<file path="src/rtl/updown_counter_mod.sv">
// Up/down counter with enable, parallel load, programmable modulus and wrap/saturate mode.
// Latency: q and tc are registered and update on the edge where the inputs are sampled; at_bound is combinational.
// Backpressure: none; en gates counting and the counter holds while en is low.
module updown_counter_mod #(
  parameter int               WIDTH   = 4,
  parameter logic [WIDTH-1:0] RST_VAL = {WIDTH{1'b1}}
) (
  input  logic             clk,
  input  logic             rst,
  input  logic             en,
  input  logic             up,
  input  logic             sat_mode,
  input  logic             load,
  input  logic [WIDTH-1:0] load_val,
  input  logic [WIDTH-1:0] mod_max,
  output logic [WIDTH-1:0] q,
  output logic             tc,
  output logic             at_bound
);

  logic [WIDTH-1:0] r_q;
  logic             r_tc;

  logic             w_over;
  logic             w_at_top;
  logic             w_at_zero;
  logic [WIDTH-1:0] w_load_clamped;
  logic [WIDTH-1:0] w_step_q;
  logic             w_step_tc;

  assign w_over         = (r_q > mod_max);
  assign w_at_top       = (r_q == mod_max);
  assign w_at_zero      = (r_q == '0);
  assign w_load_clamped = (load_val > mod_max) ? mod_max : load_val;

  // Next value and terminal-count flag for one enabled step.
  always_comb begin
    w_step_q  = r_q;
    w_step_tc = 1'b0;
    if (w_over) begin
      // Count left outside the range (mod_max lowered, or reset value above it): pull back in silently.
      w_step_q  = mod_max;
      w_step_tc = 1'b0;
    end else if (up) begin
      if (w_at_top) begin
        w_step_q  = sat_mode ? r_q : '0;
        w_step_tc = 1'b1;
      end else begin
        w_step_q  = r_q + 1'b1;
      end
    end else begin
      if (w_at_zero) begin
        w_step_q  = sat_mode ? r_q : mod_max;
        w_step_tc = 1'b1;
      end else begin
        w_step_q  = r_q - 1'b1;
      end
    end
  end

  // Count register with priority reset > load > enable > hold.
  always_ff @(posedge clk) begin
    if (rst) begin
      r_q  <= RST_VAL;
      r_tc <= 1'b0;
    end else if (load) begin
      r_q  <= w_load_clamped;
      r_tc <= 1'b0;
    end else if (en) begin
      r_q  <= w_step_q;
      r_tc <= w_step_tc;
    end else begin
      r_tc <= 1'b0;
    end
  end

  assign q        = r_q;
  assign tc       = r_tc;
  assign at_bound = (up && w_at_top) || (!up && w_at_zero);

endmodule

</file>
<file path="config.mk">
export PLATFORM = sky130hd
export DESIGN_NAME = updown_counter_mod
export DESIGN_NICKNAME = d
export VERILOG_FILES = /design/src/rtl/updown_counter_mod.sv
export SDC_FILE = /design/constraint.sdc
export NUM_CORES = 1
export LEC_CHECK = 0
export CAP_MARGIN = 20
export CORE_ASPECT_RATIO = 0.9
export CORE_MARGIN = 2
export CORE_UTILIZATION = 53
export DETAILED_ROUTE_END_ITERATION = 8
export HOLD_SLACK_MARGIN = 0.06
export PLACE_DENSITY = 0.88
export SYNTH_ARGS = -nofsm -noshare
export SYNTH_HDL_FRONTEND = slang
export SYNTH_SLANG_ARGS = --single-unit
export TNS_END_PERCENT = 100
</file>
<file path="constraint.sdc">
create_clock -name clk -period 3.9 [get_ports clk]
set_input_delay 0.585 -clock clk [delete_from_list [all_inputs] [get_ports clk]]
set_output_delay 0.585 -clock clk [all_outputs]
set_load 0.1 [all_outputs]
</file>
* Word-level counts from Yosys, hierarchy flattened
Index checks and enable logic that the tools add are counted.
Storage, ports and cells: register bits 5, latch bits 0, RAM bits 0, ROM bits 0, bits of input ports 14, output and inout bits 6, logic and storage cells 30, memories kept 0
Operators by class: add/sub/neg operators 2, multipliers 0, div/mod/pow operators 0, order comparisons 2, equality and inequality tests 3, shift-type cells 0, mux-type cells 12, bitwise operators 1, reductions and logical operators 8
Operator list (number):
- $mux W4 | 9
- $ne A5 B5 Y1 const B | 2
- $gt A4 B4 Y1 | 2
- $add A4 B1 Y4 const B | 1
- $eq A4 B4 Y1 | 1
- $logic_not A4 Y1 | 1
- $reduce_or A4 Y1 | 1
- $sub A4 B1 Y4 const B | 1
- $mux W1 | 3
- $reduce_and A3 Y1 | 1
- $logic_and A1 B1 Y1 | 2
- $reduce_bool A2 Y1 | 1
- $logic_not A1 Y1 | 1
- $logic_or A1 B1 Y1 | 1
- $not A1 Y1 | 1

* Longest topological paths before layout
Gate-level depths: netlist of the first run.
depth in word-level cells 6, depth in mapped cells 8

* Least setup slack after synthesis of the first run
OpenSTA, ideal clock, no wires.
path kind register -> output, start point register r_q[0], in the netlist q[0], end point output at_bound, data arrival time 3.883 ns, path slack -0.568 ns, cell stages (with the launch flop) 5, cell sequence dfxtp_1 -> inv_1 -> ha_1 -> nand4_1 -> o21ai_0
On the way: cells in the longest elaborated chain, start to end 3, elaborated cells between the ends (all ways) 5, those cells by class 1 x eq/ne; 4 x reduce/logical
Ends and longest elaborated chain:
- start, declared | line 21 | logic [WIDTH-1:0] r_q;
- start signal, assigned | line 67 | r_q <= w_load_clamped;
- start signal, assigned | line 70 | r_q <= w_step_q;
- $eq A4 B4 Y1 or $logic_not A4 Y1 (tied branches) | line 32, 33
- $logic_and A1 B1 Y1 | line 79 | assign at_bound = (up && w_at_top) || (!up && w_at_zero);
- $logic_or A1 B1 Y1 * | line 79
- end, declared | line 18 | output logic at_bound
Mark *: on every way between the ends. The rest lies on a longest branch, timed or not.

* Final worst setup path of the first run
start point input mod_max[2], end point output at_bound
On the way: cells in the longest elaborated chain, start to end 3
Ends and longest elaborated chain:
- start, declared | line 15 | input logic [WIDTH-1:0] mod_max,
- $eq A4 B4 Y1 | line 32 | assign w_at_top = (r_q == mod_max);
- $logic_and A1 B1 Y1 | line 79
- $logic_or A1 B1 Y1 | line 79
Every way passes these cells.

==> results of run 1 <==
layout by cell type, fill, tap and decap left out, types with 2 or more instances in the layout:
master            n
a32oi_1           3
mux2i_1           2
nor2_1           12
ha_1             10
nand4_1           2
inv_1             9
a31oi_1           3
clkdlybuf4s50_1  18
nand2b_1          3
a21oi_2           2
a2bb2oi_1         2
o211ai_1          3
or4_1             2
nor3_1            3
clkbuf_4          3
nand2_1           8
o31ai_1           3
and4_1            2
a21oi_1           4
nand3_1           5
o211a_1           2
o311ai_0          2
o21ai_0           2
dfxtp_1           5
through the flow:
step | total power [mW] | area [um^2] | hold slack [ps] | setup slack (ps)
3_5_place_dp | 0.270 | 1070 | 645 | 955
4_1_cts | 0.333 | 1090 | 651 | 940
3_3_place_gp | 0.265 | 1070 | 621 | 950
2_1_floorplan | 0.217 | 877 | 677 | 198
6_report | 0.336 | 1090 | 653 | 893
5_1_grt | 0.357 | 1090 | 691 | 848
critical path, stage by stage:
cell and delay, ps:
clkdlybuf4s50_1 550, inv_1 130, ha_1 330, nand4_1 240
o21ai_1 260, buf_4 330
per-layer routing:
metal / part of all wire / wire [um] / global-route usage
met2: 0.45 / 1150 / 0.449
met4: 0.014 / 37 / 0.0667
met1: 0.43 / 1100 / 0.400
met5: 0 / 0 / 0
met3: 0.10 / 259 / 0.0431
flip-flops by register name (all words and copies together), names as in the netlist:
name	count
q	4
tc	1
final timing paths:
check                 endpoint  slack, ps              start  depth (start not counted)
min          q[1]$_SDFFE_PP1P_        650  q[1]$_SDFFE_PP1P_                          2
max                   at_bound        890         mod_max[2]                          6
min reg2reg  q[1]$_SDFFE_PP1P_        650  q[1]$_SDFFE_PP1P_                          2
max reg2reg  q[2]$_SDFFE_PP1P_       1690  q[2]$_SDFFE_PP1P_                          6
report_power, final:
| part | switching (mW) | internal, mW | total [mW] |
|---|---|---|---|
| Clock | 0.0235 | 0.0388 | 0.0624 |
| Combinational | 0.126 | 0.0742 | 0.200 |
| Sequential | 0.0163 | 0.0570 | 0.0733 |
| Total | 0.166 | 0.170 | 0.336 |
layout make-up:
| class | instances | share of cell area |
|---|---|---|
| timing repair buffer | 19 | 0.172 |
| inverter | 10 | 0.0344 |
| multi-input combinational | 95 | 0.653 |
| tap | 22 | 0.0252 |
| sequential | 5 | 0.0916 |
| clock buffer | 4 | 0.0241 |
logic make-up after synthesis:
kind of cell,Yosys count,synth area share
fa+ha+maj,10,0.143
mux,2,0.0228
flops,5,0.114
simple gates,44,0.295
buf+inv,14,0.0728
compound gates,39,0.352
==> impl_results.md, run 1 <==
* Status: finished, final reports clean
* Slew Limit Fails at 0
* Layout Cells excl Fill at 155
* CP Launch Type: input pin
* Clock skew at 1.76 ps
* IO Pins at 20
* Ratio of cells with drive above 1 in the final layout at 0.0827
* Clk Latency, worst-skew pair at 250 ps
* Post-CTS resize count at 0
* PortBufs at 19
* Seq cells post-synth at 5
* Post-CTS Setup Bufs at 0
* Gpl congestion at 0.868
* CTS tree: yes
* CTS H-tree lvls at 1
* Seq/Total Area, Yosys at 0.114
* Rel. slew slack at 0.349
* Maximum VDD drop at 239 uV
* Fin nets at 158
* DR pass1 iterations at 5
* Grt total ovfl at 0
* Filler instances at 127
* P&R area growth vs syn at 24.5%
* Main synth FF type: dfxtp_1
* Post-synth top area share at 0.143
* Inserted Clock Buffers at 3
* Synth area leader: ha_1
* CTS Buffer Depth at 2
* Initial DRC Count at 51
* Row Count at 13
* Tcrit/Tclk final at 0.771
* Gate Count Post-Synth at 114
* Initial antenna violation count at 0
* Ranking of synthesized cells by area: ha_1, dfxtp_1, nor2_1, inv_1, nand2_1
* Clock transition at the registers of the reported paths at 40 ps
* Number of vias per cell at 6.68
* Fraction of registers with async set/reset at 0
* Placed cell count at 151
* Worst Path Max Fanout at 6
* Post-route ant nets at 0
* Root buffer selected by CTS: clkbuf_4
* Shortest period the worst path allows at 3010 ps
* Die area at 2000 um^2
* Crit path capture type: output port
* Fmax at 0.333 GHz
* Worst hold path class: reg2reg
* Die height at 42.6 um
* MaxCap Viol Count at 0
* Mean Syn Cell Area at 7.69 um^2
* Worst EP required at 3310 ps
* Commonest cells post-synth: nor2_1, ha_1, inv_1
* PwrDens at 308 nW/um^2
* Fin util at 0.730
* Vias in the first global route at 952
* TNS Setup at 0 ps
* CTS sink cnt at 5
* Final hold violation count at 0
* DP HPWL at 1.97 mm
* DRC violations left at 0
* Die W at 46.9 um
* Post-synth EDFFs at 0
* Synth warn at 0
* Final WL at 2.55 mm
* Area occupied by multi-input gates at 713 um^2
* DR WL/cell at 16.5 um
* Synthesized area at 877 um^2
* ANT cells at 0
* Final Setup Violations at 0
* Core box area at 1500 um^2
* Gr usage total at 0.286
* Most common cell in the netlist: nor2_1
* Arr. time, crit path at 2420 ps
* Setup CP Type: in2out
* CTS Hold Bufs at 0
* Post-synth net total at 138
* RSZ-0062 raised after global routing: false
* Yosys cell types at 45
* Vias at 1,035
* Register Area at 100 um^2
* Initial Utilization at 0.586
* First-pass GRT wire length at 4.26 mm
* Leakage Power at 0.450 nW
* Largest net degree at the start of global routing at 15
* Worst-Margin Slew at 973 ps
Power figures use the tool's default switching activity.
==> inputs of run 2 (changes only) <==
- CORE_UTILIZATION: 53 -> 45
- PLACE_DENSITY: 0.88 -> 0.8
- clock period: 3.9 -> 2.7 ns (I/O delays scaled with it)
==> run 2 against run 1 <==
  * Non-clock buffer count is 6 higher
  * Design area is 5.6% higher
  * Worst hold slack worse by 59 ps
  * Routed wire length is 6.4% lower
  * Sequential power is 46% higher
  * Register-to-register slack worse by 1100 ps
  * Combinational power is 49% higher
  * Total power is 45% higher
  * Clock skew is 3.0 ps higher
  * Global-route usage is 5.8 points lower
  * Critical path depth is 1 higher
  * Flip-flop and latch count stayed put
==> impl_results.md, run 2 (synthesized netlist as in run 1, its figures left out) <==
* Post-CTS resize count at 0
* R2R Path Start: q[2]$_SDFFE_PP1P_
* Gpl congestion at 0.902
* PortBufs at 19
* Initial Utilization at 0.467
* Root buffer selected by CTS: clkbuf_4
* CTS tree: yes
* Worst hold path class: reg2reg
* Shortest period the worst path allows at 2410 ps
* Row Count at 15
* Rel. slew slack at 0.720
* Initial DRC Count at 42
* Final WL at 2.39 mm
* Vias in the first global route at 911
* Setup CP Type: in2out
* DRC violations left at 0
* MaxCap Viol Count at 0
* Core box area at 1880 um^2
* Arr. time, crit path at 2000 ps
* DR WL/cell at 14.6 um
* Grt total ovfl at 0
* R2R Setup Slk at 580 ps
* Clock skew at 4.73 ps
* Initial antenna violation count at 0
* R2r worst-path depth at 6
* PwrDens at 422 nW/um^2
* CP Launch Type: input pin
* Largest net degree at the start of global routing at 12
* Gr usage total at 0.227
* CTS H-tree lvls at 1
* Layout Cells excl Fill at 164
* Inserted Clock Buffers at 3
* Vias at 1,039
* Final Setup Violations at 0
* Clk Latency, worst-skew pair at 240 ps
* Commonest non-fill, non-tap cell in the layout: clkdlybuf4s50_1
* Worst EP required at 2300 ps
* Largest register FFs at 4
* Number of vias per cell at 6.34
* Hold EP: q[0]$_SDFFE_PP1P_
* Area occupied by multi-input gates at 724 um^2
* Fmax at 0.415 GHz
* Tcrit/Tclk final at 0.892
* Die W at 50.5 um
* Hold-critical path depth at 2
* DR pass1 iterations at 4
* Final hold violation count at 0
* Crit path capture type: output port
* Most frequent cells in the layout: clkdlybuf4s50_1, nor2_1, buf_4
* Register Area at 101 um^2
* Post-route ant nets at 0
* Hold_sp: q[0]$_SDFFE_PP1P_
* Clock transition at the registers of the reported paths at 40 ps
* Filler instances at 181
* Leakage Power at 0.487 nW
* CTS Buffer Depth at 2
* Maximum VDD drop at 426 uV
* DP HPWL at 1.96 mm
* TNS Setup at 0 ps
* First-pass GRT wire length at 4.06 mm
* Post-CTS Setup Bufs at 0
* ANT cells at 0
* Placed cell count at 160
* P&R area growth vs syn at 31.5%
* RSZ-0062 raised after global routing: false
* Reg-to-reg critical path endpoint: q[2]$_SDFFE_PP1P_
* Worst Path Max Fanout at 5
* Ratio of cells with drive above 1 in the final layout at 0.173
* Status: finished, final reports clean
* Slew Limit Fails at 0
* CTS sink cnt at 5
* IO Pins at 20
* Die height at 45.9 um
* Worst-Margin Slew at 420 ps
* Setup crit start: mod_max[3]
* Die area at 2320 um^2
* Fin nets at 164
* CTS Hold Bufs at 0
## run 2: cell types whose count changed in the layout (fill, tap and decap cells not counted)
cell | previous run | this run
buf_12 | 0 | 1
o21ai_1 | 1 | 0
dfxtp_1 | 5 | 4
clkdlybuf4s50_1 | 18 | 13
dfxtp_2 | 0 | 1
o21ai_4 | 0 | 1
buf_4 | 1 | 11
## run 2: worst max-delay path by stage
stage / slack (ps) / to
5_1_grt: 190 / at_bound
6_report: 290 / at_bound
2_1_floorplan: 30 / q[2]$_SDFFE_PP1P_
3_3_place_gp: 90 / q[2]$_SDFFE_PP1P_
3_5_place_dp: 50 / q[2]$_SDFFE_PP1P_
4_1_cts: 290 / at_bound
## run 2: cell type report
type	count	share of cell area
tap	25	0.0271
clock buffer	4	0.0228
timing repair buffer	25	0.202
multi-input combinational	95	0.628
inverter	10	0.0325
sequential	5	0.0879
## run 2: metal layers
layer  track usage  vias up  routed length (um)
met5             0        -                   0
met2         0.376       33                1130
met4        0.0757        0                  36
met3        0.0197        4                 116
met1         0.314      489                1110
li1              -      513                   -
## run 2: where the power goes
part	total, mW	switching (mW)	internal [mW]
Clock	0.0830	0.0273	0.0556
Sequential	0.107	0.0238	0.0829
Combinational	0.297	0.182	0.116
## run 2: through the flow
| stage | area, um^2 | hold slack [ps] | power, mW | worst slack, ps | utilization |
|---|---|---|---|---|---|
| after floorplan | 890 | 497 | 0.316 | 28.8 | - |
| after global placement | 1130 | 569 | 0.396 | 85.5 | 0.601 |
| after detailed placement | 1130 | 590 | 0.401 | 54.1 | 0.601 |
| after CTS | 1150 | 596 | 0.488 | 293 | 0.615 |
| after global routing | 1150 | 636 | 0.520 | 190 | 0.615 |
| final | 1150 | 594 | 0.487 | 290 | 0.615 |
## run 2: worst max-delay path, stage by stage
cell and delay, ps:
clkdlybuf4s50_1 540, inv_1 90, ha_1 310, nand4_1 120, buf_4 190, o21ai_4 160, buf_12 190
==> inputs of run 3 (changes only) <==
- PLACE_DENSITY: 0.8 -> 0.84
- SKIP_LAST_GASP: default -> 1
==> run 3 against run 2 <==
  * Combinational power is 1% higher
  * Clock skew is 4.7 ps higher
  * Sequential power about the same
  * Count of clock-buffer cells in the layout is the same
  * Utilization unchanged
  * Die area is the same
  * Via count up 0.19%
  * Routed wire length rose by 7.6%
  * Largest power group unchanged
  * Register-to-register slack about the same
  * Maximum frequency down 3.3%
==> impl_results.md, run 3 (synthesized netlist as in run 1, its figures left out) <==
* Fin nets at 164
* Post-route ant nets at 0
* CP max stage delay at 540 ps
* M3 GR Usage at 0.0559
* Reg-to-reg critical path endpoint: q[0]$_SDFFE_PP1P_
* Internal power at 0.255 mW
* R2r worst-path depth at 6
* Slew Limit Fails at 0
* Post-CTS Setup Bufs at 0
* CTS Buffer Depth at 2
* Net Sw Frac at 0.486
* CP Launch Type: input pin
* Worst EP required at 2830 ps
* Gpl congestion at 0.919
* Largest register FFs at 4
* CTS sink cnt at 5
* Shortest period the worst path allows at 2490 ps
* Hold_sp: q[0]$_SDFFE_PP1P_
* Status: finished, final reports clean
* Maximum VDD drop at 421 uV
* Leakage Power at 0.487 nW
* Ratio of cells with drive above 1 in the final layout at 0.173
* Inserted Clock Buffers at 3
* Critical-path top delay cell: clkdlybuf4s50_1
* Final Setup Violations at 0
* Gr usage total at 0.241
* Worst-Margin Slew at 473 ps
* CTS tree: yes
* Hold EP: q[0]$_SDFFE_PP1P_
* P&R area growth vs syn at 31.5%
* R2R Setup Slk at 590 ps
* GRT met2 Usage at 0.395
* CTS Hold Bufs at 0
* Filler instances at 170
* Commonest non-fill, non-tap cell in the layout: clkdlybuf4s50_1
* NetSw at 0.241 mW
* Post-CTS resize count at 0
* DR pass1 iterations at 4
* Row Count at 15
* Comb pwr share at 0.608
* Root buffer selected by CTS: clkbuf_4
* PwrDens at 429 nW/um^2
* Layout Cells excl Fill at 164
* ANT cells at 0
* Hold-critical path depth at 2
* Worst Path Max Fanout at 5
* Met1 Usage GRT at 0.314
* Fmax at 0.401 GHz
* Largest net degree at the start of global routing at 13
* CTS H-tree lvls at 1
* Clk Latency, worst-skew pair at 240 ps
* DR WL/cell at 15.7 um
* Die area at 2320 um^2
* Die height at 45.9 um
* Top Usage Layer GRT: met2
* Vias at 1,041
* RSZ-0062 raised after global routing: false
* Sequential power share at 0.217
* Tcrit/Tclk final at 0.923
* R2R Path Start: q[2]$_SDFFE_PP1P_
* Crit path capture type: flip-flop
* PortBufs at 19
* Arr. time, crit path at 2620 ps
* Die W at 50.5 um
* Clock network power share at 0.175
* Clock transition at the registers of the reported paths at 50 ps
* First-pass GRT wire length at 4.20 mm
* Setup CP Type: in2reg
* Number of vias per cell at 6.35
* Rel. slew slack at 0.684
* DP HPWL at 2.12 mm
* TNS Setup at 0 ps
* Grt total ovfl at 0
* Most frequent cells in the layout: clkdlybuf4s50_1, nor2_1, buf_4
* CP Cell Sequence: clkdlybuf4s50_1, inv_1, ha_1, nand3_1, a31oi_2, mux2i_1, nor2_1, a2111o_1
* Core box area at 1880 um^2
* Placed cell count at 160
* Initial antenna violation count at 0
* Vias in the first global route at 964
* Clock skew at 9.41 ps
* Final WL at 2.57 mm
* IO Pins at 20
* Final hold violation count at 0
* Initial DRC Count at 31
* DRC violations left at 0
* Initial Utilization at 0.467
* Worst hold path class: reg2reg
* MaxCap Viol Count at 0
[run 3: final cells by class]
class | instances | area [um^2] | area share
multi-input cells | 95 | 724 | 0.628
repair buffers | 25 | 233 | 0.202
flip-flops and latches | 5 | 101 | 0.0879
inverters | 10 | 37.5 | 0.0325
well taps | 25 | 31.3 | 0.0271
clock buffers | 4 | 26.3 | 0.0228
[run 3: how the worst max path moves through the flow]
stage	endpoint	start	cells past startpoint
floorplan	q[2]$_SDFFE_PP1P_	q[1]$_SDFFE_PP1P_	7
global placement	q[3]$_SDFFE_PP1P_	mod_max[3]	8
detailed placement	q[2]$_SDFFE_PP1P_	mod_max[3]	8
CTS	q[2]$_SDFFE_PP1P_	mod_max[3]	8
global route	q[2]$_SDFFE_PP1P_	mod_max[3]	8
finish	q[2]$_SDFFE_PP1P_	mod_max[3]	8
[run 3: per-layer routing]
layer,share of wire,wire [um]
met1,0.44,1120
met2,0.46,1180
met3,0.095,243
met4,0.010,26
met5,0,0
[run 3: critical path: cells and delay by family]
family | cells | cell delay [ps]
buffers and inverters | 2 | 630
AO/OA/AOI/OAI | 2 | 690
multiplexers | 1 | 250
adder cells (fa/ha/maj) | 1 | 370
AND/OR/NAND/NOR | 2 | 270
[run 3: per-stage QoR]
| stage | setup slack (ps) | utilization | total power [mW] | hold slack [ps] | cell area (um^2) |
|---|---|---|---|---|---|
| 6_report | 209 | 0.615 | 0.495 | 585 | 1150 |
| 5_1_grt | 129 | 0.615 | 0.528 | 611 | 1150 |
| 4_1_cts | 253 | 0.615 | 0.492 | 582 | 1150 |
| 3_5_place_dp | 0.871 | 0.601 | 0.404 | 577 | 1130 |
| 3_3_place_gp | 51.9 | 0.601 | 0.396 | 575 | 1130 |
| 2_1_floorplan | 28.8 | - | 0.316 | 497 | 890 |
[run 3: power groups by stage]
| stage | sequential [mW] | clock (mW) | combinational, mW |
|---|---|---|---|
| 2_1_floorplan | 0.156 | 0 | 0.160 |
| 3_3_place_gp | 0.107 | 0 | 0.289 |
| 3_5_place_dp | 0.108 | 0 | 0.296 |
| 4_1_cts | 0.107 | 0.0885 | 0.297 |
| 5_1_grt | 0.109 | 0.0956 | 0.324 |
| 6_report | 0.107 | 0.0869 | 0.301 |
==> patch, RTL diff (config.mk and constraints of run 2) <==
`WIDTH`: 4 -> 3.
--- a/src/rtl/updown_counter_mod.sv
+++ b/src/rtl/updown_counter_mod.sv
@@ -2,7 +2,7 @@
 // Latency: q and tc are registered and update on the edge where the inputs are sampled; at_bound is combinational.
 // Backpressure: none; en gates counting and the counter holds while en is low.
 module updown_counter_mod #(
-  parameter int               WIDTH   = 4,
+  parameter int               WIDTH   = 3,
   parameter logic [WIDTH-1:0] RST_VAL = {WIDTH{1'b1}}
 ) (
   input  logic             clk,
Ports: changed (resized load_val, mod_max and q); port bits go from 20 to 17. The function was not compared with the original's and may differ.
==> patch against run 2 <==
Routed wire length down 43%; sequential cell count decreased by 1; highest routed layer unchanged; area after synthesis down 40%; combinational power is 31% lower; synthesized cell count fell by 45%; final area shrank 33%; total power down 28%; setup slack lost 0.083 ns; largest cell class unchanged; critical path type is now in -> reg.
==> patch: results (changes against run 2) <==
outcome=complete, no violations; largest net degree at the start of global routing=9 (-3); Leakage=0.361 nW (-26%); hold_ws=0.601 ns (+0.00771 ns); drt wl/cell=13.4 um (-7.8%); Worst VDD drop=272 uV (-36%); post-CTS setup buffers=0 (unchanged); seq pwr=75.0 uW (-30%); main area contributors after synthesis=ha_1, dfxtp_1, o21ai_0; Routed WL=1370 um (-43%); DP Wirelength=1170 um (-41%); Reg-to-Reg Start=q[0]; Critical Path Max Stage Delay=0.47 ns (-0.07 ns); dpl cell area=756 um2 (-33%); IO buf count=16 (-3); post-synth top area share=21.5% (+7.2 points); first-pass GRT wire length=2460 um (-39%); R2R Setup Slk=0.52 ns (-0.06 ns); placed cells=99 (-38%); Compound-Gate Fraction of Synth Area=28.4% (-6.8 points); xor/xnor share of the synthesized area=1.67% (+1.7 points); mux cell area share after synthesis=8.11% (+5.8 points); Post-synth top cells=ha_1, inv_1, o21ai_0; sequential share of the synthesized area=15.3% (+3.9 points); Post-Synth Adder-Cell Area=21.5% (+7.2 points); number of flip-flops under the largest register name=3 (-1); post-place setup slack=-0.0172 ns (-0.0713 ns); crit path launch=mod_max[2]; GRT Total Usage=25.4% (+2.6 points); period utilisation layout=92.3% (+3.1 points); Post-Route Skew=0.00481 ns (+0.0000784 ns); Netlist cell types=28 (-38%); CP Data Arrival Time=2.65 ns (+0.65 ns); Logic power comb=205 uW (-31%); share of cells above drive strength 1=30.3% (+13 points); kind of cell adding the most delay to the critical path=compound AO/OA/AOI/OAI gates; Post-Syn Nets=84 (-39%); Initial DRC Count=12 (-71%); syn avg cell area=8.32 um2 (+8.2%); Rel. slew slack=73.8% (+1.9 points); Placer Congestion=0.870 (-3.6%)
-- patch: cells by family (layout without fill, tap and decap cells) --
logic type	after synthesis	in the layout
buffers and inverters	10	36
and+or+nand+nor	14	14
DFF	4	4
AOI/OAI and AO/OA	21	21
xor gates and xnor gates	1	1
adders and majority gates	9	9
muxes	4	4
-- patch: path summary, 6_finish.rpt --
kind	end	depth (start not counted)
setup reg to reg	q[2]	8
hold reg to reg	q[1]	1
setup / recovery	q[0]	10
hold / removal	q[1]	1
-- patch: cell type report --
| cell class | instances | area [um2] |
|---|---|---|
| repair buffers | 24 | 220 |
| flip-flops and latches | 4 | 82.6 |
| well taps | 13 | 16.3 |
| multi-input cells | 49 | 403 |
| clock buffers | 3 | 22.5 |
| fillers | 88 | 282 |
| inverters | 9 | 33.8 |
-- patch: metal layers --
metal	part of all wire (%)	global-route usage, %	vias up	wire length [um]
met5	0	0	-	0
met4	1.0	9.48	0	14
met3	7.2	10.6	2	98
met2	47	38.3	29	642
met1	45	31.1	253	615
li1	-	-	284	-
